## src/rtl/fsm_step_arbiter.sv

```systemverilog
// fsm_step_arbiter: grants one of two requesters and pulses the 8-state ring machine to the granted target
module fsm_step_arbiter #(
    parameter int MAX_STEPS = 8
) (
    input  logic       clock,
    input  logic       reset,
    input  logic       req_a,
    input  logic [2:0] tgt_a,
    input  logic       req_b,
    input  logic [2:0] tgt_b,
    input  logic [3:0] fsm_state,
    output logic       step_out,
    output logic       grant_a,
    output logic       grant_b,
    output logic       busy,
    output logic       done,
    output logic       err
);
    typedef enum logic [2:0] {IDLE, GRANT, CHECK, STEP, DONE} state_t;
    localparam logic [3:0] LIMIT = 4'(MAX_STEPS);
    state_t state, state_nx;
    logic [2:0] target;
    logic [3:0] count;
    logic last_b, own_b, err_q, pick_b, at_target, finish;
    always_comb begin
        pick_b    = req_b & (~req_a | ~last_b);
        at_target = fsm_state[2:0] == target;
        finish    = fsm_state[3] | at_target | (count == LIMIT);
    end
    always_ff @(posedge clock) begin
        if (reset)
            state <= IDLE;
        else
            state <= state_nx;
    end
    always_comb begin
        state_nx = IDLE;
        case (state)
            IDLE:    state_nx = (req_a | req_b) ? GRANT : IDLE;
            GRANT:   state_nx = CHECK;
            CHECK:   state_nx = finish ? DONE : STEP;
            STEP:    state_nx = CHECK;
            default: state_nx = IDLE;
        endcase
    end
    always_ff @(posedge clock) begin
        if (reset) begin
            target <= 3'd0;
            count  <= 4'd0;
            last_b <= 1'b1;
            own_b  <= 1'b0;
            err_q  <= 1'b0;
        end else begin
            if (state == IDLE && (req_a | req_b)) begin
                target <= pick_b ? tgt_b : tgt_a;
                own_b  <= pick_b;
                last_b <= pick_b;
                count  <= 4'd0;
            end
            if (state == STEP && count != LIMIT)
                count <= count + 4'd1;
            if (state == CHECK)
                err_q <= fsm_state[3] | ~at_target;
        end
    end
    always_comb begin
        busy     = state != IDLE;
        step_out = state == STEP;
        done     = state == DONE;
        err      = done & err_q;
        grant_a  = busy & ~own_b;
        grant_b  = busy & own_b;
    end
endmodule
```

## config.mk

```make
export PLATFORM = sky130hd
export DESIGN_NAME = fsm_step_arbiter
export DESIGN_NICKNAME = d
export VERILOG_FILES = /design/src/rtl/fsm_step_arbiter.sv
export SDC_FILE = /design/constraint.sdc
export NUM_CORES = 1
export LEC_CHECK = 0
export ABC_AREA = 1
export BUFFER_PORTS_ARGS = -buffer_cell sky130_fd_sc_hd__buf_4
export CAP_MARGIN = 20
export CORE_UTILIZATION = 50
export DETAILED_ROUTE_END_ITERATION = 12
export PLACE_DENSITY = 0.77
export SLEW_MARGIN = 20
export SYNTH_ARGS = -nofsm -noshare
export SYNTH_HDL_FRONTEND = slang
export SYNTH_SLANG_ARGS = --single-unit
export TNS_END_PERCENT = 10
```

## constraint.sdc

```tcl
create_clock -name clock -period 2.2 [get_ports clock]
set_input_delay 0 -clock clock [delete_from_list [all_inputs] [get_ports clock]]
set_output_delay 0 -clock clock [all_outputs]
set_load 0.005 [all_outputs]
```

---- Word-level counts from Yosys, hierarchy flattened ----
Cells that the tools add are included.
storage, ports and cells
  flip-flop bits (word level) ............. 13
  input port bits ......................... 14
  output and inout port bits .............. 6
  word-level logic and storage cells ...... 39
cells by class
  add/sub/neg operators ................... 1
  eq/ne operators ......................... 7
  muxes and demuxes ....................... 6
  bitwise operators ....................... 13
  reduce and logical (&&, ||, !) cells .... 6
operators with widths
  kind                 number
  $pmux 3 s3           1
  $mux 4               2
  $eq 3x2->1 const B   2
  $mux 3               2
  $or 1x1->1           5
  $add 4x1->4 const B  1
  $and 1x1->1          4
  $eq 4x4->1 const B   1
  $ne 4x4->1 const B   1
  $not 1->1            4
  $eq 3x1->1 const B   1
  $eq 3x3->1           1
  $eq 3x3->1 const B   1
  $logic_not 3->1      1
  $reduce_bool 3->1    1
  $logic_and 1x1->1    2
  $reduce_bool 2->1    1
  $reduce_or 2->1      1
  $mux 1               1

---- Depth between registers and ports, before layout ----
Gate-level depths: netlist of run 1.
  depth after elaboration ................. 5
  gate-level depth with buffers ........... 9
  mapped depth without buffers ............ 9

---- Least setup slack after synthesis of run 1 ----
Ideal clock, no wire load.
  path kind ............................... register to register
  start point ............................. register count[0]
  end point ............................... register count[0]
  setup time .............................. 0.116 ns
  arrival ................................. 1.031 ns
  data required time ...................... 2.084 ns
  setup slack ............................. 1.053 ns
  stages on the path, launching flop included .. 10
  path buffers ............................ 0
  period minus slack after synthesis ...... 1.147 ns
  path through ............................ dfxtp_1 inv_1 ha_1 nand2_1 nor2_1 inv_1 nand2_4 inv_2 o21ai_0 nor2_1
on the way
  longest elaborated chain between the ends .. 3
  elaborated cells between the ends (all ways) .. 5
  classes of those cells .................. add/sub: 1; eq/ne: 1; mux: 1; reduce/logical: 2
RTL lines
  what                                                 RTL line  RTL
  start: declaration                                   23        logic [3:0] count;
  start signal: assignment                             61        count <= count + 4'd1;
  branches (longest 3 deep; another with $add 4x1->4)  --
Several ways; the timed one is not identified.
A chain may end at the register's enable or synchronous reset.

---- Final worst setup path of run 1 ----
  start point ............................. register count[0]
  end point ............................... register count[3]
Same word-level chain as after synthesis.

==> results.yml, run 1 <==
timing:
  relSlewSlack_pct: 77.8
  worst_slack_ns: 0.901
  setup_violations: 0
  setup_tns_ns: 0
  fin_crit_ns: 1.30
  fin_crit_sh_pct: 59.0
  worst_pin_slew_ns: 0.332
  max_freq_mhz: 770
  slew_violations: 0
  fin_skew_ns: 0.00420
  rsz0062_at_grt: "false"
  hold_viol: 0
place:
  gp_congestion: 0.720
  io_buffers: 19
  hpwlAfterDp_um: 1190
  place_ws_ns: 0.914
  dp.cells: 141
cts:
  cts.path.max_buffers: 2
  clock_sinks: 13
  clock-root-buffer: "clkbuf_4"
  h-tree-depth: 1
  cts_setup_buffers: 0
  holdBufCountCts: 1
  cts_tree: "built"
  insertion_delay_ns: 0.28
  path_clk_slew_ns: 0.08
  numCtsBuffers: 3
  cts_resized: 0
floorplan:
  die-area_um2: 1610
  io_pins: 20
  start_util_pct: 55.1
  coreArea_um2: 1320
  dieWidth_um: 40.1
  num_rows: 13
  die_y_um: 40.1
detailed_routing:
  initialDrtViolationCount: 9
  firstDrtPassIters: 4
  wl_per_cell_um: 10.3
  via_count: 697
  wirelength_um: 1510
  drc: 0
  drt-vias-per-instance: 4.77
  ant_nets: 0
layout:
  areaGrowthSynthToFinish_pct: 25.2
  final_util_pct: 68.9
  final_nets: 148
  antenna-diode-count: 0
  drive_above_1_share_pct: 25.2
  layoutNonFillerInstCount: 146
logic_synthesis:
  synth_cell_types: 22
  syn_area_per_cell_um2: 6.66
  seq_area_frac_synth_pct: 35.9
  syn-num-nets: 125
  yosys_warnings: 0
  ys_ff_latch: 13
  synthCells: 109
  syn_area_um2: 726
grt:
  grt_usage_pct: 22.5
  overflow: 0
  grt_pass1_wl_um: 2240
  grt_max_degree: 12
  antenna_found_initial: 0
  first_global_vias: 558
worst_hold_path:
  min_path_type: "primary input to flop"
power:
  clkPwrFrac_pct: 28.0
  power_frac_seq_pct: 48.9
  vdd_drop_max_uv: 310
  comb_power_share_pct: 23.1
  power.switching_uw: 165
  intPower_uw: 379
  p_per_area_nw_per_um2: 599
  power.leakage_uw: 0.000456
  switching_share_pct: 30.4
outcome:
  outcome: "finished, final reports clean"
worst_setup_path:
  cp.required_ns: 2.42
  end_kind: "flop"
  path_class: "flop to flop"
  worstPathMaxFanout: 5
  startpoint_type: "flop"
  cp_data_arrival_time_ns: 1.52
run:
  drv_cap: 0
==> logic make-up (layout without fill, tap and decap cells) <==
group	Yosys count	in the layout	synth area share, %
buf+inv	22	44	12.4
xor+xnor	2	2	2.41
fa+ha+maj	2	2	3.45
simple gates	56	56	35.2
compound gates	14	14	10.7
flops	13	13	35.9
==> sequential cells by signal, summed over array words and instances (netlist names) <==
register,cells
state,3
own_b,1
last_b,1
err_q,1
target,3
count,4
==> path summary, 6_finish.rpt <==
check                           endpoint  slack (ns)  depth (start not counted)    startpoint
worst min-delay path            state[2]       0.007                          3  fsm_state[3]
worst max register to register  count[3]        0.90                          9      count[0]
worst max-delay path            count[3]        0.90                          9      count[0]
worst min register to register    last_b        0.48                          2        last_b
==> routing by layer <==
| layer | track usage [%] | wire length [um] | vias up |
|---|---|---|---|
| met2 | 38.3 | 716 | 19 |
| li1 | - | - | 376 |
| met5 | 0 | 0 | - |
| met1 | 24.4 | 679 | 298 |
| met4 | 10.3 | 36 | 0 |
| met3 | 8.33 | 76 | 4 |
==> critical path, stage by stage, from the launching register on <==
cell	delay, ns
dfxtp_1	0.40
inv_1	0.09
ha_1	0.21
nand2_1	0.06
nor2_1	0.04
inv_1	0.10
nand2_4	0.07
inv_2	0.07
nand3_1	0.08
a21oi_2	0.11
==> placed cells by master, fill, tap and decap left out <==
cell and count:
nand2_1 32, buf_4 19, inv_1 17, dfxtp_1 13, a21oi_1 10, nand3_1 8
nor2_1 7, inv_2 3, clkbuf_4 3, nand2_2 2, a21oi_2 2, o21ai_0 2
ha_1 2, nor2_2 1, nor2_4 1, nor3_1 1, and3_1 1, nand2_4 1
nand4_1 1, nor3_2 1, xnor2_1 1, xor2_1 1, clkbuf_1 1, dlygate4sd3_1 1
==> power groups by stage <==
| stage | clock network (uW) | registers, uW | logic, uW |
|---|---|---|---|
| floorplan | 0 | 268 | 83.9 |
| global placement | 0 | 270 | 120 |
| detailed placement | 0 | 272 | 125 |
| CTS | 157 | 266 | 127 |
| global route | 171 | 268 | 144 |
| finish | 152 | 266 | 126 |
==> synthesized netlist by cell type (all sizes together) <==
| cell type | count | area (um^2) |
|---|---|---|
| nand2 | 35 | 144 |
| inv | 20 | 75.1 |
| dfxtp | 13 | 260 |
| a21oi | 12 | 67.6 |
| nor2 | 9 | 43.8 |
| nand3 | 8 | 40.0 |
| ha | 2 | 25.0 |
| nor3 | 2 | 15.0 |
| o21ai | 2 | 10.0 |
| and3 | 1 | 6.26 |
| buf | 1 | 11.3 |
| clkbuf | 1 | 3.75 |
| nand4 | 1 | 6.26 |
| xnor2 | 1 | 8.76 |
| xor2 | 1 | 8.76 |
==> final cells by class <==
class | count | area [um^2]
inverter | 20 | 75.1
fill | 114 | 409
sequential | 13 | 260
clock buffer | 4 | 26.3
timing repair buffer | 20 | 153
multi-input combinational | 74 | 375
tap | 15 | 18.8
==> metrics by stage <==
step	area [um^2]	hold WS [ns]	total power (uW)
2_1_floorplan	726	0.128	352
4_1_cts	908	0.00530	549
3_3_place_gp	872	0.260	390
5_1_grt	908	0.0138	583
3_5_place_dp	872	0.261	397
6_report	908	0.00663	544
(Power assumes the default switching activity.)
==> run 2, diff against run 1 <==
--- a/config.mk
+++ b/config.mk
@@ -8,9 +8,9 @@
 export ABC_AREA = 1
 export BUFFER_PORTS_ARGS = -buffer_cell sky130_fd_sc_hd__buf_4
 export CAP_MARGIN = 20
-export CORE_UTILIZATION = 50
+export CORE_UTILIZATION = 49
 export DETAILED_ROUTE_END_ITERATION = 12
-export PLACE_DENSITY = 0.77
+export PLACE_DENSITY = 0.75
 export SLEW_MARGIN = 20
 export SYNTH_ARGS = -nofsm -noshare
 export SYNTH_HDL_FRONTEND = slang
==> constraint.sdc (replaced) <==
create_clock -name clock -period 1.21 [get_ports clock]
set_input_delay 0 -clock clock [delete_from_list [all_inputs] [get_ports clock]]
set_output_delay 0 -clock clock [all_outputs]
set_load 0.005 [all_outputs]
==> run 2 against run 1 <==
Critical path type unchanged; sequential cell count stayed put; non-clock buffer count is 2 higher; clock power is 77% higher; critical endpoint is now count[0]; register-to-register slack worse by 0.84 ns; global-route usage is 0.24 points lower; sequential power is 81% higher; via count is 0.29% lower.
==> results.yml, run 2 (synthesis gave the netlist of run 1 again) <==
cts:
  insertion_delay_ns: 0.27
  cts.path.max_buffers: 2
  clock_sinks: 13
  cts_tree: "built"
  numCtsBuffers: 3
  clock-root-buffer: "clkbuf_4"
  path_clk_slew_ns: 0.08
  h-tree-depth: 1
timing:
  hold_viol: 0
  rsz0062_at_grt: "true"
  fin_crit_ns: 1.15
  setup_tns_ns: 0
  fin_crit_sh_pct: 94.9
  worst_pin_slew_ns: 0.347
  slew_violations: 0
  fin_skew_ns: 0.00150
  relSlewSlack_pct: 76.9
  max_freq_mhz: 871
  setup_violations: 0
power:
  finalPower_uw: 998
  p_per_area_nw_per_um2: 1040
  vdd_drop_max_uv: 639
  power.leakage_uw: 0.000470
grt:
  overflow: 0
  antenna_found_initial: 0
  grt_pass1_wl_um: 2440
  grt_usage_pct: 22.2
  grt_max_degree: 12
  first_global_vias: 642
layout:
  drive_above_1_share_pct: 34.6
  final_nets: 150
  final_cell_mix: "nand2_1 (31), buf_4 (21), inv_1 (13)"
  reg_top3: "count (4), state (3), target (3)"
  layoutNonFillerInstCount: 148
  largest_reg_flops: 4
  final_util_pct: 72.2
  areaGrowthSynthToFinish_pct: 32.8
  largest_register: "count"
  final_common_cell: "nand2_1"
  antenna-diode-count: 0
  fillCellCount: 126
worst_setup_path:
  startpoint_type: "flop"
  worstPathMaxFanout: 5
  cp_data_arrival_time_ns: 1.32
  cp.required_ns: 1.38
  path_class: "flop to flop"
  end_kind: "flop"
worst_hold_path:
  min_path_type: "primary input to flop"
detailed_routing:
  via_count: 695
  ant_nets: 0
  drc: 0
  wirelength_um: 1510
  drt-vias-per-instance: 4.70
  initialDrtViolationCount: 4
  firstDrtPassIters: 2
  wl_per_cell_um: 10.2
floorplan:
  start_util_pct: 54.4
  die-area_um2: 1640
  dieWidth_um: 40.5
  coreArea_um2: 1330
  die_y_um: 40.5
  num_rows: 13
  io_pins: 20
place:
  io_buffers: 19
  gp_congestion: 0.714
  dp.cells: 143
  hpwlAfterDp_um: 1100
run:
  drv_cap: 0
outcome:
  outcome: "finished, final reports clean"
-- run 2: changes by cell type in the layout (fill, tap and decap cells not counted), moves of 2 or more --
cell     delta
inv_2       +3
dfxtp_2     +2
dfxtp_1     -2
inv_1       -4
buf_4       +2
-- run 2: timing repair --
item,CTS,global route
pin swaps,0,2
endpoints found under the hold margin,9,0
setup buffers,0,0
endpoints found under the setup margin,2,9
hold buffers,1,0
resized for setup,2,14
-- run 2: metrics by stage --
stage               hold WS (ns)  instance area (um^2)  setup WS (ns)
detailed placement         0.260                   887        0.00976
CTS                      0.00599                   931         0.0279
finish                   0.00942                   963         0.0621
global route              0.0114                   963        -0.0133
floorplan                  0.128                   726         0.0628
global placement           0.259                   887         0.0673
-- run 2: path summary, 6_finish.rpt --
path	cells past startpoint	slack [ns]	start	endpoint
hold reg to reg	2	0.48	own_b	own_b
hold / removal	3	0.009	fsm_state[3]	state[2]
setup reg to reg	9	0.06	count[0]	count[0]
setup / recovery	9	0.06	count[0]	count[0]
-- run 2: layer usage --
| metal | GRT usage (%) | wire length [um] | vias up | share of wire (%) |
|---|---|---|---|---|
| met2 | 38.9 | 724 | 11 | 48 |
| met4 | 7.50 | 11 | 0 | 0.73 |
| met1 | 26.2 | 727 | 301 | 48 |
| met5 | 0 | 0 | - | 0 |
| li1 | - | - | 381 | - |
| met3 | 5.00 | 50 | 2 | 3.3 |
-- run 2: report_power, final --
| group | switching (uW) | internal [uW] | leakage, uW |
|---|---|---|---|
| sequential | 23.0 | 459 | 0.000107 |
| clock | 142 | 128 | 0.0000150 |
| combinational | 138 | 109 | 0.000348 |
| total | 302 | 696 | 0.000470 |
-- run 2: area by class of cell --
type                            count  area [um^2]  share of cell area (%)
Clock buffer                        4         26.3                    2.73
Inverter                           20         77.6                    8.05
Multi-Input combinational cell     74          410                    42.6
Sequential cell                    13          263                    27.3
Tap cell                           15         18.8                    1.95
Timing Repair Buffer               22          168                    17.4
-- run 2: critical path, stage by stage (launching register included) --
cell and delay [ns]:
dfxtp_2 0.33, inv_2 0.07, ha_4 0.13, nand2_2 0.06
nor2_4 0.12, inv_2 0.05, nand2_4 0.08, inv_4 0.04
o21ai_2 0.12, nor2_1 0.05
